## src/rtl/mul_share_sched.sv

```systemverilog
// Round-robin sequencer sharing one 16x16 multiplier among N_REQ requesters.
// Define MUL_SHARE_FIXED_PRIO_EN to replace round-robin with fixed (lowest-index) priority.
module mul_share_sched #(
  parameter int N_REQ   = 4,
  parameter int MUL_LAT = 1
) (
  input  logic                 clk,
  input  logic                 rst_n,
  input  logic [N_REQ-1:0]     req_valid,
  output logic [N_REQ-1:0]     req_ready,
  input  logic [16*N_REQ-1:0]  req_a,
  input  logic [16*N_REQ-1:0]  req_b,
  output logic [N_REQ-1:0]     rsp_valid,
  input  logic [N_REQ-1:0]     rsp_ready,
  output logic [31:0]          rsp_data,
  output logic [15:0]          mul_a,
  output logic [15:0]          mul_b,
  input  logic [31:0]          mul_p,
  output logic                 busy
);

  localparam int IDX_W = (N_REQ > 1) ? $clog2(N_REQ) : 1;

  typedef enum logic [1:0] {
    IDLE = 2'd0,
    MUL  = 2'd1,
    RESP = 2'd2
  } state_t;

  state_t             state_r;
  state_t             state_s;
  logic [IDX_W-1:0]   idx_r;
  logic [IDX_W-1:0]   grant_s;
  logic               grant_found_s;
  logic [3:0]         cnt_r;
  logic               req_hs_s;
  logic               rsp_hs_s;
  logic               cnt_zero_s;

  function automatic logic [N_REQ-1:0] onehot(input logic [IDX_W-1:0] i);
    logic [N_REQ-1:0] v;
    v    = '0;
    v[i] = 1'b1;
    return v;
  endfunction

`ifdef MUL_SHARE_FIXED_PRIO_EN
  // Fixed priority: descending scan so the lowest valid index is assigned last
  always_comb begin
    grant_found_s = 1'b0;
    grant_s       = '0;
    for (int i = N_REQ - 1; i >= 0; i--) begin
      grant_s       = req_valid[i] ? IDX_W'(i) : grant_s;
      grant_found_s = grant_found_s | req_valid[i];
    end
  end
`else
  logic [IDX_W-1:0] last_r;
  logic [IDX_W-1:0] cand_s;

  // Round-robin: scan from last+N_REQ down to last+1 so the nearest successor wins
  always_comb begin
    grant_found_s = 1'b0;
    grant_s       = '0;
    cand_s        = '0;
    for (int k = N_REQ; k >= 1; k--) begin
      cand_s        = IDX_W'((int'(last_r) + k) % N_REQ);
      grant_s       = req_valid[cand_s] ? cand_s : grant_s;
      grant_found_s = grant_found_s | req_valid[cand_s];
    end
  end

  // Round-robin pointer, moves only on an accepted request
  always_ff @(posedge clk or negedge rst_n) begin
    if (!rst_n) begin
      last_r <= IDX_W'(N_REQ - 1);
    end else if (req_hs_s) begin
      last_r <= grant_s;
    end else begin
      last_r <= last_r;
    end
  end
`endif

  assign req_hs_s   = (state_r == IDLE) && grant_found_s;
  assign rsp_hs_s   = (state_r == RESP) && rsp_ready[idx_r];
  assign cnt_zero_s = (cnt_r == 4'd0);

  // Accept strobe for the winner only, and only while idle
  always_comb begin
    req_ready = '0;
    if (req_hs_s) begin
      req_ready = onehot(grant_s);
    end else begin
      req_ready = '0;
    end
  end

  // Next-state logic
  always_comb begin
    state_s = state_r;
    case (state_r)
      IDLE:    state_s = req_hs_s   ? MUL  : IDLE;
      MUL:     state_s = cnt_zero_s ? RESP : MUL;
      RESP:    state_s = rsp_hs_s   ? IDLE : RESP;
      default: state_s = IDLE;
    endcase
  end

  // State register
  always_ff @(posedge clk or negedge rst_n) begin
    if (!rst_n) begin
      state_r <= IDLE;
    end else begin
      state_r <= state_s;
    end
  end

  // Operand latch, settle counter, product capture and response flags
  always_ff @(posedge clk or negedge rst_n) begin
    if (!rst_n) begin
      mul_a     <= 16'h0000;
      mul_b     <= 16'h0000;
      idx_r     <= '0;
      cnt_r     <= 4'd0;
      rsp_data  <= 32'h0000_0000;
      rsp_valid <= '0;
      busy      <= 1'b0;
    end else begin
      busy <= (state_s != IDLE);
      if (req_hs_s) begin
        mul_a <= req_a[{grant_s, 4'h0} +: 16];
        mul_b <= req_b[{grant_s, 4'h0} +: 16];
        idx_r <= grant_s;
        cnt_r <= 4'(MUL_LAT - 1);
      end else if (state_r == MUL) begin
        if (cnt_zero_s) begin
          rsp_data  <= mul_p;
          rsp_valid <= onehot(idx_r);
        end else begin
          cnt_r <= cnt_r - 4'd1;
        end
      end else if (rsp_hs_s) begin
        rsp_valid <= '0;
      end else begin
        rsp_valid <= rsp_valid;
      end
    end
  end

endmodule
```

## config.mk

```make
export PLATFORM = sky130hd
export DESIGN_NAME = mul_share_sched
export DESIGN_NICKNAME = d
export VERILOG_FILES = /design/src/rtl/mul_share_sched.sv
export SDC_FILE = /design/constraint.sdc
export NUM_CORES = 1
export LEC_CHECK = 0
export CORE_AREA = 2 2 92 138
export DETAILED_ROUTE_END_ITERATION = 10
export DIE_AREA = 0 0 94 140
export PLACE_DENSITY = 0.76
export SLEW_MARGIN = 10
export SYNTH_ARGS = -nofsm -noshare
export SYNTH_HDL_FRONTEND = slang
export SYNTH_SLANG_ARGS = --single-unit
```

## constraint.sdc

```tcl
create_clock -name clk -period 2 [get_ports clk]
set_clock_uncertainty 0.15 [all_clocks]
set_input_delay 0.4 -clock clk [delete_from_list [all_inputs] [get_ports clk]]
set_output_delay 0.4 -clock clk [all_outputs]
set_load 0.01 [all_outputs]
```

==> results.py <==
metrics = {
    "sta": {
        "finalSetupViolations": 36,
        "worstMarginPinSlew_ns": 0.4710,
        "setup_tns_ns": -6.764,
        "fmax_ghz": 0.4386,
        "period_minus_slack_ns": 2.280,
        "grt_setup_unrepaired": "yes",
        "slew_viol_final": 0,
        "hold_violations": 0,
        "finalCritPeriodShare": 1.140,
        "max-slew-margin-rel": 0.6860,
        "setup_slack_ns": -0.2797,
    },
    "routing": {
        "drc": 0,
        "wl_per_cell_um": 17.24,
        "via_per_inst": 5.064,
        "vias": 3793,
        "drtAntennaViolNets": 0,
        "drt-initial-drc-count": 80,
        "wirelength_um": 12910,
        "firstDrtPassIters": 4,
    },
    "synth": {
        "ys_seq_area_frac": 0.4973,
        "synth_edf_count": 0,
        "synthCells": 333,
        "synth_area_per_cell_um2": 11.95,
        "synth_fp_nets": 505,
        "ys_types": 36,
        "synthFlopType": "dfrtp_1",
        "yosys_warnings": 0,
        "synthArstFlopShare": 1.000,
        "synth_seq_cells": 79,
        "syn_area_um2": 3980,
    },
    "run_status": {
        "status": "finished with violations",
        "violations": "setup timing",
    },
    "grt": {
        "grt_pass1_wl_um": 19570,
        "grt_pass1_vias": 4068,
        "antenna_found_initial": 0,
        "grt_max_degree": 53,
        "overflow": 0,
        "grt.total_usage": 0.1908,
    },
    "clock_network": {
        "cts.sink_count": 79,
        "cts_buffers": 9,
        "cts_buffer_depth": 2,
        "clkTransAtPathRegs_ns": 0.06,
        "clockRootBuffer": "clkbuf_16",
        "insertion_delay_ns": 0.33,
        "cts_tree": "yes",
        "cts_htree_levels": 3,
    },
    "layout": {
        "final_area_um2": 7276,
        "final_common_cell": "clkdlybuf4s50_1",
        "fin_util": 0.6086,
        "drive_above_1_share": 0.1963,
        "area_delta_synth_final_pct": 82.80,
        "mostFrequentLayoutCells": "clkdlybuf4s50_1 (233), dfrtp_1 (77), mux2i_1 (54)",
        "num-nets-final": 763,
        "antenna_cells": 0,
        "fill_cells": 983,
    },
    "die": {
        "rows": 49,
        "die_area_um2": 13160,
        "pin_count": 243,
        "die_h_um": 140,
        "coreArea_um2": 11960,
        "die_w_um": 94,
        "start_util": 0.3329,
    },
    "setup_path": {
        "r2r_setup_slack_ns": -0.21,
        "critical_path_required_ns": 1.45,
        "timing.rr.end": "mul_b[8]$_DFFE_PN0P_",
        "worstSetupStartpointType": "flop",
        "path_max_fanout": 5,
        "worstPathArrival_ns": 1.73,
        "ff2ff_path_depth": 8,
        "endpoint_kind": "output port",
        "timing.rr.start": "last_r[1]$_DFFE_PN1P_",
        "worstSetupPathType": "flop to output port",
    },
    "pwr": {
        "ir_worst_vdd_mv": 0.5225,
        "powerDensity_nw_per_um2": 1454,
        "p_leak_nw": 3.072,
    },
    "hold_path": {
        "worstHoldStart": "mul_b[12]$_DFFE_PN0P_",
        "hold_path_depth": 2,
        "worstHoldEndpoint": "mul_b[12]$_DFFE_PN0P_",
        "min_path_type": "flop to flop",
    },
    "run": {
        "drv_cap": 0,
    },
    "place": {
        "dp_hpwl_um": 9398,
        "routabilityCongestion": 0.8009,
        "place_area_um2": 6663,
        "portBuffers": 242,
    },
}
-- worst max-delay path by stage --
| stage | startpoint | to | slack (ns) | cells past startpoint |
|---|---|---|---|---|
| detailed placement | req_valid[3] | req_ready[0] | -0.77 | 6 |
| floorplan | last_r[1]$_DFFE_PN1P_ | req_ready[0] | -0.04 | 9 |
| CTS | last_r[1]$_DFFE_PN1P_ | req_ready[2] | -0.33 | 7 |
| global placement | req_valid[3] | req_ready[0] | -0.72 | 6 |
| finish | last_r[1]$_DFFE_PN1P_ | req_ready[2] | -0.28 | 7 |
| global route | last_r[1]$_DFFE_PN1P_ | req_ready[2] | -0.35 | 7 |
-- worst max-delay path, stage by stage (launching register included) --
cell     delay (ns)
dfstp_2        0.59
buf_6          0.12
a31oi_2        0.08
a21oi_2        0.17
nand2_2        0.11
buf_6          0.13
nor2_4         0.09
buf_6          0.10
-- final cells by class --
| class | instances | area [um2] | area share |
|---|---|---|---|
| Multi-Input combinational cell | 224 | 1988 | 0.2733 |
| Tap cell | 153 | 191.4 | 0.02631 |
| Inverter | 7 | 31.28 | 0.004299 |
| Clock buffer | 9 | 225.2 | 0.03095 |
| Timing Repair Buffer | 270 | 2765 | 0.3801 |
| Sequential cell | 79 | 1979 | 0.2721 |
| Clock inverter | 7 | 95.09 | 0.01307 |
-- cells in the mapped netlist (2+ instances only) --
| cell type | number | area (um2) |
|---|---|---|
| dfrtp_1 | 77 | 1927 |
| clkbuf_1 | 4 | 15.01 |
| nor2_1 | 16 | 60.06 |
| a21oi_1 | 6 | 30.03 |
| nand2b_1 | 5 | 31.28 |
| o221ai_1 | 27 | 236.5 |
| mux2_2 | 32 | 360.4 |
| nor3b_1 | 2 | 15.01 |
| buf_4 | 6 | 45.04 |
| buf_2 | 11 | 55.05 |
| nand2_1 | 40 | 150.1 |
| o21ai_0 | 5 | 25.02 |
| o221ai_2 | 5 | 75.07 |
| ha_1 | 2 | 25.02 |
| inv_1 | 7 | 26.28 |
| xor2_1 | 2 | 17.52 |
| dfstp_2 | 2 | 52.55 |
| nand3_1 | 2 | 10.01 |
| mux2i_1 | 65 | 650.6 |
-- where the power goes --
| group | switching (mW) | internal (mW) | leakage, nW |
|---|---|---|---|
| registers | 0.455 | 2.42 | 0.954 |
| clock network | 0.657 | 1.09 | 0.156 |
| logic | 2.58 | 3.37 | 1.96 |
| total | 3.69 | 6.89 | 3.07 |
-- flip-flops by register name, summed over array words and instances, names as in the netlist --
name       cells
busy           1
cnt_r          4
idx_r          2
last_r         2
mul_a         16
mul_b         16
rsp_data      32
rsp_valid      4
state_r        2
-- routing by layer --
| layer | vias to the layer above | track usage | share of wire |
|---|---|---|---|
| met2 | 190 | 0.3658 | 0.57 |
| met3 | 34 | 0.05272 | 0.067 |
| met1 | 1839 | 0.1820 | 0.33 |
| met4 | 0 | 0.08772 | 0.036 |
| met5 | - | 0 | 0 |
| li1 | 1730 | - | - |
-- through the flow --
stage	power, mW	std cells	hold WS [ns]	setup slack (ns)
3_5_place_dp	8.355	723	0.1973	-0.7735
6_report	10.58	749	0.3368	-0.2797
5_1_grt	11.24	749	0.3540	-0.3491
4_1_cts	10.48	747	0.3377	-0.3267
3_3_place_gp	8.193	723	0.1967	-0.7230
2_1_floorplan	6.010	333	-0.04559	-0.04155
-- cells by family (layout without fill, tap and decap cells) --
kind of cell | count (synthesis) | count (layout) | share of synthesized area
XOR/XNOR | 3 | 3 | 0.006603
multiplexers | 98 | 98 | 0.2597
adder cells (fa/ha/maj) | 2 | 2 | 0.006286
AO/OA/AOI/OAI | 49 | 49 | 0.1069
AND/OR/NAND/NOR | 72 | 72 | 0.07891
flip-flops | 79 | 79 | 0.4973
buffers and inverters | 30 | 293 | 0.04432
-- timing repair --
item                                    4_1_cts  5_1_grt
hold buffers                                  1        0
cloned                                        2        1
endpoints found under the setup margin       36       44
resized for setup                            41       17
setup buffers                                 5        1
endpoints found under the hold margin        27        0
pin swaps                                     7        7
Power figures use the tool's default switching activity.
